--- config.mk ---
export PLATFORM = sky130hd
export DESIGN_NAME = wbs_ctrl_flat
export DESIGN_NICKNAME = d
export VERILOG_FILES = /design/src/rtl/wbs_ctrl_if.sv /design/src/rtl/wbs_ctrl.sv /design/src/flat_wrapper.sv
export SDC_FILE = /design/constraint.sdc
export NUM_CORES = 1
export LEC_CHECK = 0
export ABC_AREA = 1
export CORE_AREA = 2 2 355 357
export CTS_CLUSTER_DIAMETER = 40
export DETAILED_ROUTE_END_ITERATION = 16
export DIE_AREA = 0 0 357 359
export PLACE_DENSITY = 0.3
export SETUP_SLACK_MARGIN = 0.3
export SLEW_MARGIN = 20
export SYNTH_ARGS = -nofsm -noshare
export SYNTH_HDL_FRONTEND = slang
export SYNTH_SLANG_ARGS = --single-unit
--- constraint.sdc ---
create_clock -name wb_clk_i -period 5.9 [get_ports wb_clk_i]
set_clock_uncertainty 0.15 [all_clocks]
set_input_delay 1.18 -clock wb_clk_i [delete_from_list [all_inputs] [get_ports wb_clk_i]]
set_output_delay 1.18 -clock wb_clk_i [all_outputs]
set_load 0.01 [all_outputs]
--- src/rtl/wbs_ctrl_if.sv ---
// -----------------------------------------------------------------------------
// wbs_ctrl_if
//   Wishbone slave-side bus bundle for wbs_ctrl.
//   Ports (as seen by the slave modport):
//     wbs_stb_i, wbs_cyc_i, wbs_we_i  in   strobe / cycle / write enable
//     wbs_sel_i                       in   byte selects (full-word access only)
//     wbs_dat_i, wbs_adr_i            in   write data / byte address
//     wbs_ack_o                       out  one-cycle acknowledge pulse
//     wbs_dat_o                       out  read data, valid with ack
// -----------------------------------------------------------------------------
interface wbs_ctrl_if;
  logic        wbs_stb_i;
  logic        wbs_cyc_i;
  logic        wbs_we_i;
  logic [3:0]  wbs_sel_i;
  logic [31:0] wbs_dat_i;
  logic [31:0] wbs_adr_i;
  logic        wbs_ack_o;
  logic [31:0] wbs_dat_o;

  modport master (
    output wbs_stb_i, wbs_cyc_i, wbs_we_i, wbs_sel_i, wbs_dat_i, wbs_adr_i,
    input  wbs_ack_o, wbs_dat_o
  );

  modport slave (
    input  wbs_stb_i, wbs_cyc_i, wbs_we_i, wbs_sel_i, wbs_dat_i, wbs_adr_i,
    output wbs_ack_o, wbs_dat_o
  );
endinterface

--- src/rtl/wbs_ctrl.sv ---
// -----------------------------------------------------------------------------
// wbs_ctrl
//   Wishbone slave bridging the host bus to accelerator config/debug state.
//   adr[27:24] selects: 0 mode/debug regs, 1 query-patch SRAM, 2 leaf SRAM
//   banks, 3 best-match window (reads 0), 4 internal-node memory.
//   Memory words wider than 32 bits are accessed as two halves (adr[0]); a
//   lower-half write is parked in a holding register and the upper-half
//   write commits the full word to the SRAM.
//
//   Optional build macro: WBS_STRICT_DECODE_EN -- when defined, requests with
//   adr[31:28] != 4'h3 are never accepted (no ack, no side effects).
//
//   Ports:
//     wb_clk_i, wb_rst_i       clock, synchronous active-high reset
//     wb                       Wishbone slave bundle (wbs_ctrl_if.slave)
//     wbs_mode, wbs_debug      control register outputs
//     wbs_qp_mem_*             query-patch SRAM port (csb0/web0 active low)
//     wbs_leaf_mem_*           leaf SRAM banks, per-bank csb0/web0 active low
//     wbs_node_mem_*           node memory port (web active high)
// -----------------------------------------------------------------------------
module wbs_ctrl #(
  parameter  int DATA_WIDTH  = 11,
  parameter  int LEAF_SIZE   = 8,
  parameter  int PATCH_SIZE  = 5,
  parameter  int ROW_SIZE    = 24,
  parameter  int COL_SIZE    = 17,
  parameter  int K           = 4,
  parameter  int NUM_LEAVES  = 64,
  localparam int NUM_QUERYS  = ROW_SIZE * COL_SIZE,
  localparam int QUERY_ADDRW = $clog2(NUM_QUERYS),
  localparam int LEAF_ADDRW  = $clog2(NUM_LEAVES),
  localparam int PATCH_W     = PATCH_SIZE * DATA_WIDTH
) (
  input  logic                   wb_clk_i,
  input  logic                   wb_rst_i,
  wbs_ctrl_if.slave              wb,
  output logic                   wbs_mode,
  output logic                   wbs_debug,
  output logic                   wbs_qp_mem_csb0,
  output logic                   wbs_qp_mem_web0,
  output logic [QUERY_ADDRW-1:0] wbs_qp_mem_addr0,
  output logic [PATCH_W-1:0]     wbs_qp_mem_wpatch0,
  input  logic [PATCH_W-1:0]     wbs_qp_mem_rpatch0,
  output logic [LEAF_SIZE-1:0]   wbs_leaf_mem_csb0,
  output logic [LEAF_SIZE-1:0]   wbs_leaf_mem_web0,
  output logic [LEAF_ADDRW-1:0]  wbs_leaf_mem_addr0,
  output logic [63:0]            wbs_leaf_mem_wleaf0,
  input  logic [63:0]            wbs_leaf_mem_rleaf0 [LEAF_SIZE],
  output logic                   wbs_node_mem_web,
  output logic [31:0]            wbs_node_mem_addr,
  output logic [31:0]            wbs_node_mem_wdata,
  input  logic [31:0]            wbs_node_mem_rdata
);

  localparam int BANK_W   = $clog2(LEAF_SIZE);
  localparam int unused_k = K;   // best-match count: no port use in this block

  typedef enum logic [1:0] {S_IDLE, S_REQ, S_WAIT, S_ACK} state_t;
  typedef enum logic [2:0] {T_REG, T_QUERY, T_LEAF, T_BEST, T_NODE, T_NONE} target_t;

  state_t            state, state_nxt;
  target_t           tgt_d, tgt_q;
  logic              in_window, accept, direct_d;
  logic              we_q, half_q;
  logic [BANK_W-1:0] bank_q;
  logic [31:0]       hold_q;
  logic [63:0]       rd_word;
  logic [31:0]       rd_half;
  logic              unused_bits;

  assign unused_bits = &{1'b0, wb.wbs_sel_i, wb.wbs_adr_i[31:28]};

`ifdef WBS_STRICT_DECODE_EN
  assign in_window = (wb.wbs_adr_i[31:28] == 4'h3);
`else
  assign in_window = 1'b1;
`endif

  assign accept = (state == S_IDLE) && wb.wbs_cyc_i && wb.wbs_stb_i && in_window;

  always_comb begin
    // NOTE: every always_comb output gets a default first, so no path leaves it unassigned and infers a latch.
    tgt_d = T_NONE;
    case (wb.wbs_adr_i[27:24])
      4'h0:    tgt_d = T_REG;
      4'h1:    tgt_d = T_QUERY;
      4'h2:    tgt_d = T_LEAF;
      4'h3:    tgt_d = T_BEST;
      4'h4:    tgt_d = T_NODE;
      default: tgt_d = T_NONE;
    endcase
  end

  // Requests that never touch a memory port go straight to ACK; a lower-half
  // write only fills the holding register.
  assign direct_d = (tgt_d inside {T_REG, T_BEST, T_NONE}) ||
                    (wb.wbs_we_i && !wb.wbs_adr_i[0] && (tgt_d inside {T_QUERY, T_LEAF}));

  // State register
  always_ff @(posedge wb_clk_i) begin
    // NOTE: sequential state uses non-blocking assignments so every flop samples pre-edge values.
    if (wb_rst_i) state <= S_IDLE;
    else          state <= state_nxt;
  end

  // Next-state logic
  always_comb begin
    state_nxt = state;
    case (state)
      S_IDLE:  if (accept) state_nxt = direct_d ? S_ACK : S_REQ;
      S_REQ:   state_nxt = we_q ? S_ACK : S_WAIT;
      S_WAIT:  state_nxt = S_ACK;
      S_ACK:   state_nxt = S_IDLE;
      default: state_nxt = S_IDLE;
    endcase
  end

  // Output logic: memory strobes are only active for the single REQ cycle
  always_comb begin
    wb.wbs_ack_o      = (state == S_ACK);
    wbs_qp_mem_csb0   = !((state == S_REQ) && (tgt_q == T_QUERY));
    wbs_qp_mem_web0   = !((state == S_REQ) && (tgt_q == T_QUERY) && we_q);
    wbs_node_mem_web  = (state == S_REQ) && (tgt_q == T_NODE) && we_q;
    wbs_leaf_mem_csb0 = '1;
    wbs_leaf_mem_web0 = '1;
    for (int b = 0; b < LEAF_SIZE; b++) begin
      if ((state == S_REQ) && (tgt_q == T_LEAF) && (bank_q == BANK_W'(b))) begin
        wbs_leaf_mem_csb0[b] = 1'b0;
        wbs_leaf_mem_web0[b] = !we_q;
      end
    end
  end

  // Read-data selection, used while the synchronous SRAM output is valid (WAIT)
  always_comb begin
    rd_word = '0;
    case (tgt_q)
      T_QUERY: rd_word = {{(64-PATCH_W){1'b0}}, wbs_qp_mem_rpatch0};
      T_LEAF:  rd_word = wbs_leaf_mem_rleaf0[bank_q];
      T_NODE:  rd_word = {32'b0, wbs_node_mem_rdata};
      default: rd_word = '0;
    endcase
    rd_half = (half_q && (tgt_q != T_NODE)) ? rd_word[63:32] : rd_word[31:0];
  end

  // Request capture; addresses and write data hold their last value when idle.
  // NOTE: these capture flops need no reset: every strobe they feed is qualified by the reset FSM state.
  always_ff @(posedge wb_clk_i) begin
    if (accept) begin
      tgt_q  <= tgt_d;
      we_q   <= wb.wbs_we_i;
      half_q <= wb.wbs_adr_i[0];
      bank_q <= wb.wbs_adr_i[1 +: BANK_W];
      if ((tgt_d == T_QUERY) && !direct_d) begin
        wbs_qp_mem_addr0   <= wb.wbs_adr_i[1 +: QUERY_ADDRW];
        wbs_qp_mem_wpatch0 <= {wb.wbs_dat_i[PATCH_W-33:0], hold_q};
      end
      if ((tgt_d == T_LEAF) && !direct_d) begin
        wbs_leaf_mem_addr0  <= wb.wbs_adr_i[4 +: LEAF_ADDRW];
        wbs_leaf_mem_wleaf0 <= {wb.wbs_dat_i, hold_q};
      end
      if (tgt_d == T_NODE) begin
        wbs_node_mem_addr  <= {8'b0, wb.wbs_adr_i[23:0]};
        wbs_node_mem_wdata <= wb.wbs_dat_i;
      end
    end
  end

  // Control registers, holding register and read data
  always_ff @(posedge wb_clk_i) begin
    if (wb_rst_i) begin
      wb.wbs_dat_o <= '0;
      wbs_mode     <= 1'b0;
      wbs_debug    <= 1'b0;
      hold_q       <= '0;
    end else begin
      if (accept) begin
        case (tgt_d)
          T_REG: begin
            if (wb.wbs_we_i) begin
              if (wb.wbs_adr_i[0]) wbs_debug <= wb.wbs_dat_i[0];
              else                 wbs_mode  <= wb.wbs_dat_i[0];
            end else begin
              wb.wbs_dat_o <= {31'b0, wb.wbs_adr_i[0] ? wbs_debug : wbs_mode};
            end
          end
          T_QUERY, T_LEAF: if (wb.wbs_we_i && !wb.wbs_adr_i[0]) hold_q <= wb.wbs_dat_i;
          T_NODE: ;
          default: if (!wb.wbs_we_i) wb.wbs_dat_o <= '0;
        endcase
      end
      if (state == S_WAIT) wb.wbs_dat_o <= rd_half;
    end
  end

endmodule

--- src/flat_wrapper.sv ---
// flat-port wrapper written by rule: the top's interface ports become plain ports
module wbs_ctrl_flat 
#(
  parameter  int DATA_WIDTH  = 11,
  parameter  int LEAF_SIZE   = 8,
  parameter  int PATCH_SIZE  = 5,
  parameter  int ROW_SIZE    = 24,
  parameter  int COL_SIZE    = 17,
  parameter  int K           = 4,
  parameter  int NUM_LEAVES  = 64,
  localparam int NUM_QUERYS  = ROW_SIZE * COL_SIZE,
  localparam int QUERY_ADDRW = $clog2(NUM_QUERYS),
  localparam int LEAF_ADDRW  = $clog2(NUM_LEAVES),
  localparam int PATCH_W     = PATCH_SIZE * DATA_WIDTH
)
  (wb_clk_i, wb_rst_i, wbs_mode, wbs_debug, wbs_qp_mem_csb0, wbs_qp_mem_web0, wbs_qp_mem_addr0, wbs_qp_mem_wpatch0, wbs_qp_mem_rpatch0, wbs_leaf_mem_csb0, wbs_leaf_mem_web0, wbs_leaf_mem_addr0, wbs_leaf_mem_wleaf0, wbs_leaf_mem_rleaf0, wbs_node_mem_web, wbs_node_mem_addr, wbs_node_mem_wdata, wbs_node_mem_rdata, wb_wbs_stb_i, wb_wbs_cyc_i, wb_wbs_we_i, wb_wbs_sel_i, wb_wbs_dat_i, wb_wbs_adr_i, wb_wbs_ack_o, wb_wbs_dat_o);
  wbs_ctrl_if wb_i ();
  input  logic wb_clk_i;
  input  logic wb_rst_i;
  output logic wbs_mode;
  output logic wbs_debug;
  output logic wbs_qp_mem_csb0;
  output logic wbs_qp_mem_web0;
  output logic [QUERY_ADDRW-1:0] wbs_qp_mem_addr0;
  output logic [PATCH_W-1:0] wbs_qp_mem_wpatch0;
  input  logic [PATCH_W-1:0] wbs_qp_mem_rpatch0;
  output logic [LEAF_SIZE-1:0] wbs_leaf_mem_csb0;
  output logic [LEAF_SIZE-1:0] wbs_leaf_mem_web0;
  output logic [LEAF_ADDRW-1:0] wbs_leaf_mem_addr0;
  output logic [63:0] wbs_leaf_mem_wleaf0;
  input  logic [63:0] wbs_leaf_mem_rleaf0[LEAF_SIZE];
  output logic wbs_node_mem_web;
  output logic [31:0] wbs_node_mem_addr;
  output logic [31:0] wbs_node_mem_wdata;
  input  logic [31:0] wbs_node_mem_rdata;
  input wire logic [$bits(wb_i.wbs_stb_i)-1:0] wb_wbs_stb_i;
  input wire logic [$bits(wb_i.wbs_cyc_i)-1:0] wb_wbs_cyc_i;
  input wire logic [$bits(wb_i.wbs_we_i)-1:0] wb_wbs_we_i;
  input wire logic [$bits(wb_i.wbs_sel_i)-1:0] wb_wbs_sel_i;
  input wire logic [$bits(wb_i.wbs_dat_i)-1:0] wb_wbs_dat_i;
  input wire logic [$bits(wb_i.wbs_adr_i)-1:0] wb_wbs_adr_i;
  output wire logic [$bits(wb_i.wbs_ack_o)-1:0] wb_wbs_ack_o;
  output wire logic [$bits(wb_i.wbs_dat_o)-1:0] wb_wbs_dat_o;
  assign wb_i.wbs_stb_i = wb_wbs_stb_i;
  assign wb_i.wbs_cyc_i = wb_wbs_cyc_i;
  assign wb_i.wbs_we_i = wb_wbs_we_i;
  assign wb_i.wbs_sel_i = wb_wbs_sel_i;
  assign wb_i.wbs_dat_i = wb_wbs_dat_i;
  assign wb_i.wbs_adr_i = wb_wbs_adr_i;
  assign wb_wbs_ack_o = wb_i.wbs_ack_o;
  assign wb_wbs_dat_o = wb_i.wbs_dat_o;
  wbs_ctrl #(.DATA_WIDTH(DATA_WIDTH), .LEAF_SIZE(LEAF_SIZE), .PATCH_SIZE(PATCH_SIZE), .ROW_SIZE(ROW_SIZE), .COL_SIZE(COL_SIZE), .K(K), .NUM_LEAVES(NUM_LEAVES)) u_core (.wb_clk_i(wb_clk_i), .wb_rst_i(wb_rst_i), .wb(wb_i), .wbs_mode(wbs_mode), .wbs_debug(wbs_debug), .wbs_qp_mem_csb0(wbs_qp_mem_csb0), .wbs_qp_mem_web0(wbs_qp_mem_web0), .wbs_qp_mem_addr0(wbs_qp_mem_addr0), .wbs_qp_mem_wpatch0(wbs_qp_mem_wpatch0), .wbs_qp_mem_rpatch0(wbs_qp_mem_rpatch0), .wbs_leaf_mem_csb0(wbs_leaf_mem_csb0), .wbs_leaf_mem_web0(wbs_leaf_mem_web0), .wbs_leaf_mem_addr0(wbs_leaf_mem_addr0), .wbs_leaf_mem_wleaf0(wbs_leaf_mem_wleaf0), .wbs_leaf_mem_rleaf0(wbs_leaf_mem_rleaf0), .wbs_node_mem_web(wbs_node_mem_web), .wbs_node_mem_addr(wbs_node_mem_addr), .wbs_node_mem_wdata(wbs_node_mem_wdata), .wbs_node_mem_rdata(wbs_node_mem_rdata));
endmodule
==> flow_summary.toml <==
[outcome]
outcome = "finished clean"

[synth]
syn_avg_cell_area_um2 = 7.24
yosysSeqAreaShare_pct = 47.8
ys_ff_latch = 266
synth.top_cells.by_area = "edfxtp_1, nand2_1, nand3_1"
synth_top_area_cell = "edfxtp_1"
synth_top_area_share_pct = 38.9
syn_area_um2 = 15300
ys_types = 30
syn_inst = 2110
yosysWarnings = 0

[clock_network]
clk_latency_ns = 0.62
numCtsBuffers = 60
cts_setup_buffers = 0
cts_sinks = 266
cts.clk_slew.worst_paths_ns = 0.05
cts_root_buf = "clkbuf_16"
clockBufferDepth = 3
cts_tree = "built"
hold_buffers = 0
cts_resized = 0
cts_htree_levels = 2

[run]
maxCapViolations = 0

[timing]
rsz0062_at_grt = "false"
period_needed_ns = 4.38
setup_viol = 0
final.setup.tns_ns = 0
fin_crit_sh_pct = 74.2
fmax_ghz = 0.228
final_max_slew_viol_count = 0
maxSlewHeadroom_pct = 34.4
hold_violations = 0
worstMarginPinSlew_ns = 0.984

[final_layout]
post-route-util_pct = 22.5
drive_gt1_share_pct = 5.25
final_common_cell = "nand2_1"
layout_common_cells = "nand2_1, clkdlybuf4s50_1, nand3_1, edfxtp_1, a21oi_1"
syn_to_final_growth_pct = 83.4
fin_nets = 3636

[detailed_routing]
routed_wl_um = 116000
drtPass1Iterations = 5
drt_iter0_drc = 925
drc_errors = 0
via_per_inst = 3.74
ant_nets = 0
wl_per_cell_um = 24.8
vias = 17500

[die]
die_width_um = 357
num_rows = 130
die_h_um = 359
start_util_pct = 12.3
ios = 924
coreArea_um2 = 125000
dieArea_um2 = 128000

[power_and_ir_drop]
ir_drop_mv = 0.215
p_leak_nw = 11.1
pwr_density_cell_nw_per_um2 = 267

[setup_path]
crit_arrival_ns = 3.05
r2r_slack_ns = 2.27
crit_required_ns = 4.57
startpoint_type = "register"
worst-path-max-fanout = 64
endpoint_kind = "output port"
critical_path_class = "register to output port"

[global_route]
grt_max_degree = 129
grt_first_pass_wirelength_um = 155000
grt_pass1_vias = 18100
antenna_found_initial = 28
track_usage_pct = 17.4
grt_overflow = 0

[placement]
port_buffers = 907
hpwl_um = 91100
globalplace.congestion = 0.830

[min_path]
hp-class = "register to register"
==> path summary, 6_finish.rpt <==
path | from | end | cells after the start
max | u_core.bank_q[0] | wbs_leaf_mem_web0[4] | 4
min | u_core.hold_q[29] | u_core.wbs_leaf_mem_wleaf0[29] | 0
max reg2reg | u_core.bank_q[0] | u_core.wb.wbs_dat_o[0] | 10
min reg2reg | u_core.hold_q[29] | u_core.wbs_leaf_mem_wleaf0[29] | 0
==> kinds of logic (layout without fill, tap and decap cells) <==
| group | Yosys count | in the layout | synth area share (%) |
|---|---|---|---|
| fa+ha+maj | 5 | 5 | 0.410 |
| flops | 266 | 266 | 47.8 |
| other cells | 1 | 21 | 0.0246 |
| compound gates | 165 | 165 | 5.46 |
| buf+inv | 211 | 1104 | 7.48 |
| simple gates | 1462 | 1462 | 38.8 |
==> power breakdown <==
part / internal (mW) / switching (mW)
logic: 0.753 / 1.08
clock network: 2.37 / 1.18
registers: 2.06 / 0.0428
==> flip-flops by register name, summed over array words and instances (netlist names), 3 cells and up <==
name,count
u_core.bank_q,3
u_core.hold_q,32
u_core.tgt_q,3
u_core.wb.wbs_dat_o,32
u_core.wbs_leaf_mem_addr0,6
u_core.wbs_leaf_mem_wleaf0,64
u_core.wbs_node_mem_addr,24
u_core.wbs_node_mem_wdata,32
u_core.wbs_qp_mem_addr0,9
u_core.wbs_qp_mem_wpatch0,55
==> metal layers <==
layer | GRT usage [%] | share of wire (%)
met1 | 20.1 | 40
met5 | 0 | 0.089
met4 | 3.52 | 1.8
met2 | 31.5 | 51
met3 | 5.20 | 7.4
==> per-stage QoR <==
| step | cell area [um2] | cells | total power, mW | hold WS [ns] | worst slack, ns |
|---|---|---|---|---|---|
| CTS | 28000 | 4660 | 7.68 | 0.293 | 1.34 |
| floorplan | 15300 | 2117 | 2.98 | 0.276 | 0.612 |
| global route | 28000 | 4668 | 7.90 | 0.316 | 1.34 |
| finish | 28000 | 4673 | 7.49 | 0.299 | 1.52 |
| global placement | 25800 | 4547 | 4.04 | 0.294 | 1.53 |
| detailed placement | 25800 | 4547 | 4.04 | 0.288 | 1.52 |
==> worst max-delay path, stage by stage, from the launching register on <==
cell and delay [ns]:
edfxtp_1 0.62, buf_4 0.68, nor2_2 0.32, nand3_1 0.17, clkdlybuf4s50_1 0.61
==> area by class of cell <==
| type | count | area, um2 |
|---|---|---|
| Tap cell | 1650 | 2060 |
| Fill cell | 14000 | 96600 |
| Inverter | 56 | 223 |
| Timing Repair Buffer | 935 | 9310 |
| Multi-Input combinational cell | 1640 | 6880 |
| Clock buffer | 73 | 1630 |
| Clock inverter | 40 | 554 |
| Sequential cell | 266 | 7310 |
| Antenna cell | 13 | 32.5 |
==> cell usage after synthesis <==
cell      count
conb_1        1
inv_2         2
nor4_1        1
inv_6         1
nor2_1       10
nor2_2        5
ha_1          5
buf_4        40
a21oi_1     125
buf_1        15
clkinv_2      1
inv_1        52
edfxtp_1    198
nor2_4        1
buf_2        53
dfxtp_1      68
clkbuf_1     30
nand3_1     307
buf_6        17
a211o_1       1
nor3_1        1
o21ai_0      37
nand2_2       1
nor3_4        1
nand2_1    1132
nand3_2       1
nand4_1       1
a31oi_1       1
a211oi_1      1
nand3b_1      1
Note: power is estimated with default switching activity, not from simulation.
